--- src/rtl/fifo_rr_reader.sv ---
// fifo_rr_reader: drains four upstream FIFOs round-robin with bounded bursts
// and forwards each popped word to one downstream FIFO one cycle later.
module fifo_rr_reader #(
    parameter int DATA_SIZE = 10,
    parameter int NUM_Q     = 4,
    parameter int BURST_MAX = 4
) (
    input  logic                       clk,
    input  logic                       reset,
    input  logic [NUM_Q-1:0]           fifo_empty,
    input  logic [NUM_Q*DATA_SIZE-1:0] data_out_pop,
    output logic [NUM_Q-1:0]           read,
    input  logic                       fifo_pause,
    input  logic                       Fifo_full,
    output logic                       write,
    output logic [DATA_SIZE-1:0]       data_in_push,
    output logic [1:0]                 active_q,
    output logic                       busy,
    output logic                       overflow_error,
    output logic [7:0]                 words_out
);
    typedef enum logic {IDLE, POP} state_t;
    localparam logic [3:0] BMAX  = 4'(BURST_MAX);
    localparam logic [3:0] BLAST = 4'(BURST_MAX - 1);

    state_t     state_q;
    logic [3:0] burst_cnt_q;
    logic [1:0] last_grant_q, grant_q, active_d, idx;
    logic       rd_q, pop_en, last_word;

    // Lowest offset from last_grant wins, so scan offsets from farthest to nearest.
    always_comb begin
        active_d = last_grant_q;
        idx      = last_grant_q;
        for (int k = 4; k >= 1; k--) begin
            idx = last_grant_q + 2'(k);
            if (!fifo_empty[idx]) active_d = idx;
        end
    end

    assign pop_en       = state_q == POP && !fifo_empty[active_q] && !fifo_pause && burst_cnt_q < BMAX;
    assign last_word    = pop_en && burst_cnt_q == BLAST;
    assign read         = pop_en ? NUM_Q'(1) << active_q : '0;
    assign write        = rd_q;
    assign data_in_push = rd_q ? data_out_pop[grant_q*DATA_SIZE +: DATA_SIZE] : '0;
    assign busy         = state_q == POP;

    always_ff @(posedge clk or negedge reset) begin
        if (!reset) begin
            state_q        <= IDLE;
            burst_cnt_q    <= '0;
            last_grant_q   <= 2'd3;
            active_q       <= '0;
            rd_q           <= 1'b0;
            grant_q        <= '0;
            overflow_error <= 1'b0;
            words_out      <= '0;
        end else begin
            rd_q    <= pop_en;
            grant_q <= active_q;
            if (rd_q) words_out <= words_out + 8'd1;
            if (rd_q && Fifo_full) overflow_error <= 1'b1;
            if (state_q == IDLE) begin
                if (!fifo_pause && !(&fifo_empty)) begin
                    active_q    <= active_d;
                    burst_cnt_q <= '0;
                    state_q     <= POP;
                end
            end else begin
                if (pop_en) burst_cnt_q <= burst_cnt_q + 4'd1;
                if (!pop_en || last_word) begin
                    state_q <= IDLE;
                    // A grant that never popped keeps its place at the head of the search.
                    if (pop_en || burst_cnt_q != '0) last_grant_q <= active_q;
                end
            end
        end
    end
endmodule

--- config.mk ---
export PLATFORM = sky130hd
export DESIGN_NAME = fifo_rr_reader
export DESIGN_NICKNAME = d
export VERILOG_FILES = /design/src/rtl/fifo_rr_reader.sv
export SDC_FILE = /design/constraint.sdc
export NUM_CORES = 1
export LEC_CHECK = 0
export ABC_AREA = 1
export CELL_PAD_IN_SITES_DETAIL_PLACEMENT = 2
export CELL_PAD_IN_SITES_GLOBAL_PLACEMENT = 2
export CORE_ASPECT_RATIO = 1.4
export CORE_MARGIN = 3
export CORE_UTILIZATION = 21
export DETAILED_ROUTE_END_ITERATION = 7
export PLACE_DENSITY_LB_ADDON = 0.1
export SLEW_MARGIN = 10
export SYNTH_ARGS = -nofsm -noshare
export SYNTH_HDL_FRONTEND = slang
export SYNTH_SLANG_ARGS = --single-unit
--- constraint.sdc ---
create_clock -name clk -period 3.2 [get_ports clk]
set_clock_uncertainty 0.05 [all_clocks]
set_input_delay 0.32 -clock clk [delete_from_list [all_inputs] [get_ports clk]]
set_output_delay 0.32 -clock clk [all_outputs]
set_load 0.01 [all_outputs]
==> impl_metrics.py <==
metrics = {
    "place": {
        "dp_hpwl_mm": 4.44,
        "place_ws_ps": 729,
        "dpl.cell_count": 383,
        "portBuffers": 74,
        "gp_congestion": 0.717,
    },
    "clocking": {
        "clock_path_buffers": 2,
        "cts.clk_slew.worst_paths_ps": 80,
        "htreeDepth": 1,
        "root_buffer": "clkbuf_8",
        "cts_buffers": 3,
        "tritoncts": "built",
        "clock-sinks": 21,
        "holdBufCountCts": 0,
        "post_cts_buffers": 0,
        "clock_latency_ps": 260,
        "cts-resized-gates": 0,
    },
    "grt": {
        "grt.total_usage_pct": 14.4,
        "grt_pass1_vias": 1861,
        "antenna_found_initial": 0,
        "grt_max_degree": 22,
        "grt-ovfl-total": 0,
        "grt_pass1_wl_mm": 9.45,
    },
    "sta": {
        "fin_ws_ps": 489,
        "fmax_mhz": 369,
        "tightest_slew_ps": 960,
        "fin_crit_ps": 2710,
        "rsz0062_at_grt": "false",
        "finalMaxSlewViolations": 0,
        "finalSetupViolCount": 0,
        "period_share_pct": 84.7,
        "final-hold-violation-count": 0,
        "relSlewSlack_pct": 35.8,
        "setup-tns-final_ps": 0,
    },
    "critical_path": {
        "r2r_end": "last_grant_q[0]",
        "worstPathArrival_ps": 2340,
        "required_ps": 2830,
        "startpoint_type": "register",
        "rr_worst_depth": 7,
        "critical_path_class": "register to output pin",
        "path_cells": "clkinv_1, nor2_1, o21ai_0, a21oi_1, clkdlybuf4s50_1",
        "cp-end-kind": "output pin",
        "r2r_start": "active_q[1]",
        "cpPeakStageDelay_ps": 600,
        "critPathBufInv": 2,
        "crit_family": "buffers and inverters",
        "slowest_stage": "dfrtp_1",
        "path_max_fanout": 11,
        "rrSetupSlack_ps": 1570,
    },
    "floorplan": {
        "num_rows": 35,
        "die_x_um": 76.6,
        "dieArea_mm2": 0.00803,
        "die_y_um": 105,
        "pin_count": 75,
        "start_util_pct": 22.0,
        "core_mm2": 0.00666,
    },
    "hold_path": {
        "hold_path_end": "overflow_error",
        "whs_path_depth": 1,
        "hold_class": "register to register",
        "min-delay-start": "overflow_error",
    },
    "run_status": {
        "status": "complete, no violations",
    },
    "yosys": {
        "yosys-top-cells-area": "dfrtp_1 (32%), nor2_1 (13%), nand2_1 (12%), o21ai_0 (7.2%), inv_1 (6.1%)",
        "ys_types": 24,
        "netlist.area_leader.share_pct": 32.5,
        "ys_ff_latch": 21,
        "synth_area_mm2": 0.00147,
        "yosys_warnings": 0,
        "syn_area_per_cell_um2": 6.54,
        "syn-num-nets": 275,
        "ys_seq_area_share_pct": 36.0,
        "synth_top_area_cell": "dfrtp_1",
        "syn-instance-count": 224,
    },
    "detailed_routing": {
        "drt_iter0_drc": 47,
        "firstDrtPassIters": 3,
        "ant_nets": 0,
        "routedWlPerCell_um": 14.4,
        "vias": 1700,
        "post-route-drc-count": 0,
        "vias_per_cell": 4.39,
        "wl_mm": 5.59,
    },
    "power": {
        "power.density_mw_per_mm2": 672,
        "ir_worst_vdd_mv": 0.320,
        "p_leak_nw": 1.03,
    },
    "finish": {
        "instances_no_fill": 387,
        "syn_to_final_growth_pct": 59.8,
        "diodes": 0,
        "final_util_pct": 35.2,
        "fillCellCount": 808,
        "layout-drive-gt1-share_pct": 3.73,
        "finish.net_count": 347,
    },
    "run": {
        "drv_cap": 0,
    },
}
[synthesized netlist by cell type, drive strengths merged]
cell,count
nor2,51
nand2,48
inv,24
o21ai,22
dfrtp,19
nand3,13
a21oi,11
clkbuf,7
nor3,7
xor2,7
nand4,4
ha,3
dfstp,2
a21o,1
buf,1
clkinv,1
o21bai,1
or2,1
xnor2,1
[cell usage in the layout (no fill, tap or decap), types with 2 or more instances in the layout]
cell type	synthesis	routed
nand3_2	2	2
xor2_1	7	7
ha_1	3	3
nand2_1	48	48
dfrtp_1	19	19
o21ai_0	21	21
inv_1	24	24
dfstp_2	2	2
clkdlybuf4s50_1	0	74
a21oi_1	11	11
nor2_1	49	49
nor3_1	7	7
clkbuf_8	0	3
nand4_1	4	4
nand3_1	11	11
[report_power, final]
group          internal (W)  leakage, nW  total [W]  switching, W
registers          0.000357        0.266   0.000501      0.000144
logic              0.000394        0.745   0.000892      0.000498
clock network     0.0000888       0.0228   0.000180     0.0000916
[worst max-delay path by stage]
stage | from | endpoint | slack, ps | cells past startpoint
after detailed placement | fifo_empty[1] | read[0] | 730 | 7
final | grant_q[1] | data_in_push[5] | 490 | 5
after CTS | grant_q[1] | data_in_push[5] | 430 | 5
after global placement | fifo_empty[1] | read[3] | 770 | 7
after global routing | grant_q[1] | data_in_push[4] | 320 | 5
after floorplan | active_q[0] | read[0] | 1590 | 6
[sequential cells by signal (all words and copies together), names as in the netlist]
register        count
burst_cnt_q         4
write               1
active_q            2
overflow_error      1
grant_q             2
busy                1
words_out           8
last_grant_q        2
[worst register-to-register path, stage by stage (launching register included)]
cell      delay (ps)
dfrtp_1          550
inv_1            160
nand3_1          110
nand3_2          120
o21bai_1         250
nand3_1          160
nand2_1          110
nand2_1           60
[cell type report]
type                            instances  area (um2)  area share (%)
Clock buffer                            4        45.0            1.92
Inverter                               25        93.8            4.01
Multi-Input combinational cell        170         811            34.6
Sequential cell                        21         528            22.6
Tap cell                               92         115            4.92
Timing Repair Buffer                   75         748            32.0
[layer usage]
metal	vias up	global-route usage, %	part of all wire [%]
met1	802	18.3	46
li1	850	-	-
met3	2	2.93	3.8
met2	46	26.0	50
met5	-	0	0
met4	0	1.17	0.21
[cell families (layout without fill, tap and decap cells)]
logic type	Yosys count	after routing	share of synthesized area (%)
AO/OA/AOI/OAI	35	35	12.3
buffers and inverters	33	104	8.62
adder cells (fa/ha/maj)	3	3	2.56
XOR/XNOR	8	8	4.78
AND/OR/NAND/NOR	124	124	35.7
flip-flops	21	21	36.0
[per-stage QoR]
| stage | hold slack, ps | area [um2] | total power (W) |
|---|---|---|---|
| 2_1_floorplan | -25.6 | 1470 | 0.00101 |
| 3_3_place_gp | 388 | 2300 | 0.00140 |
| 3_5_place_dp | 408 | 2300 | 0.00142 |
| 4_1_cts | 423 | 2340 | 0.00162 |
| 5_1_grt | 442 | 2340 | 0.00176 |
| 6_report | 415 | 2340 | 0.00157 |
Note: power is estimated with default switching activity, not from simulation.
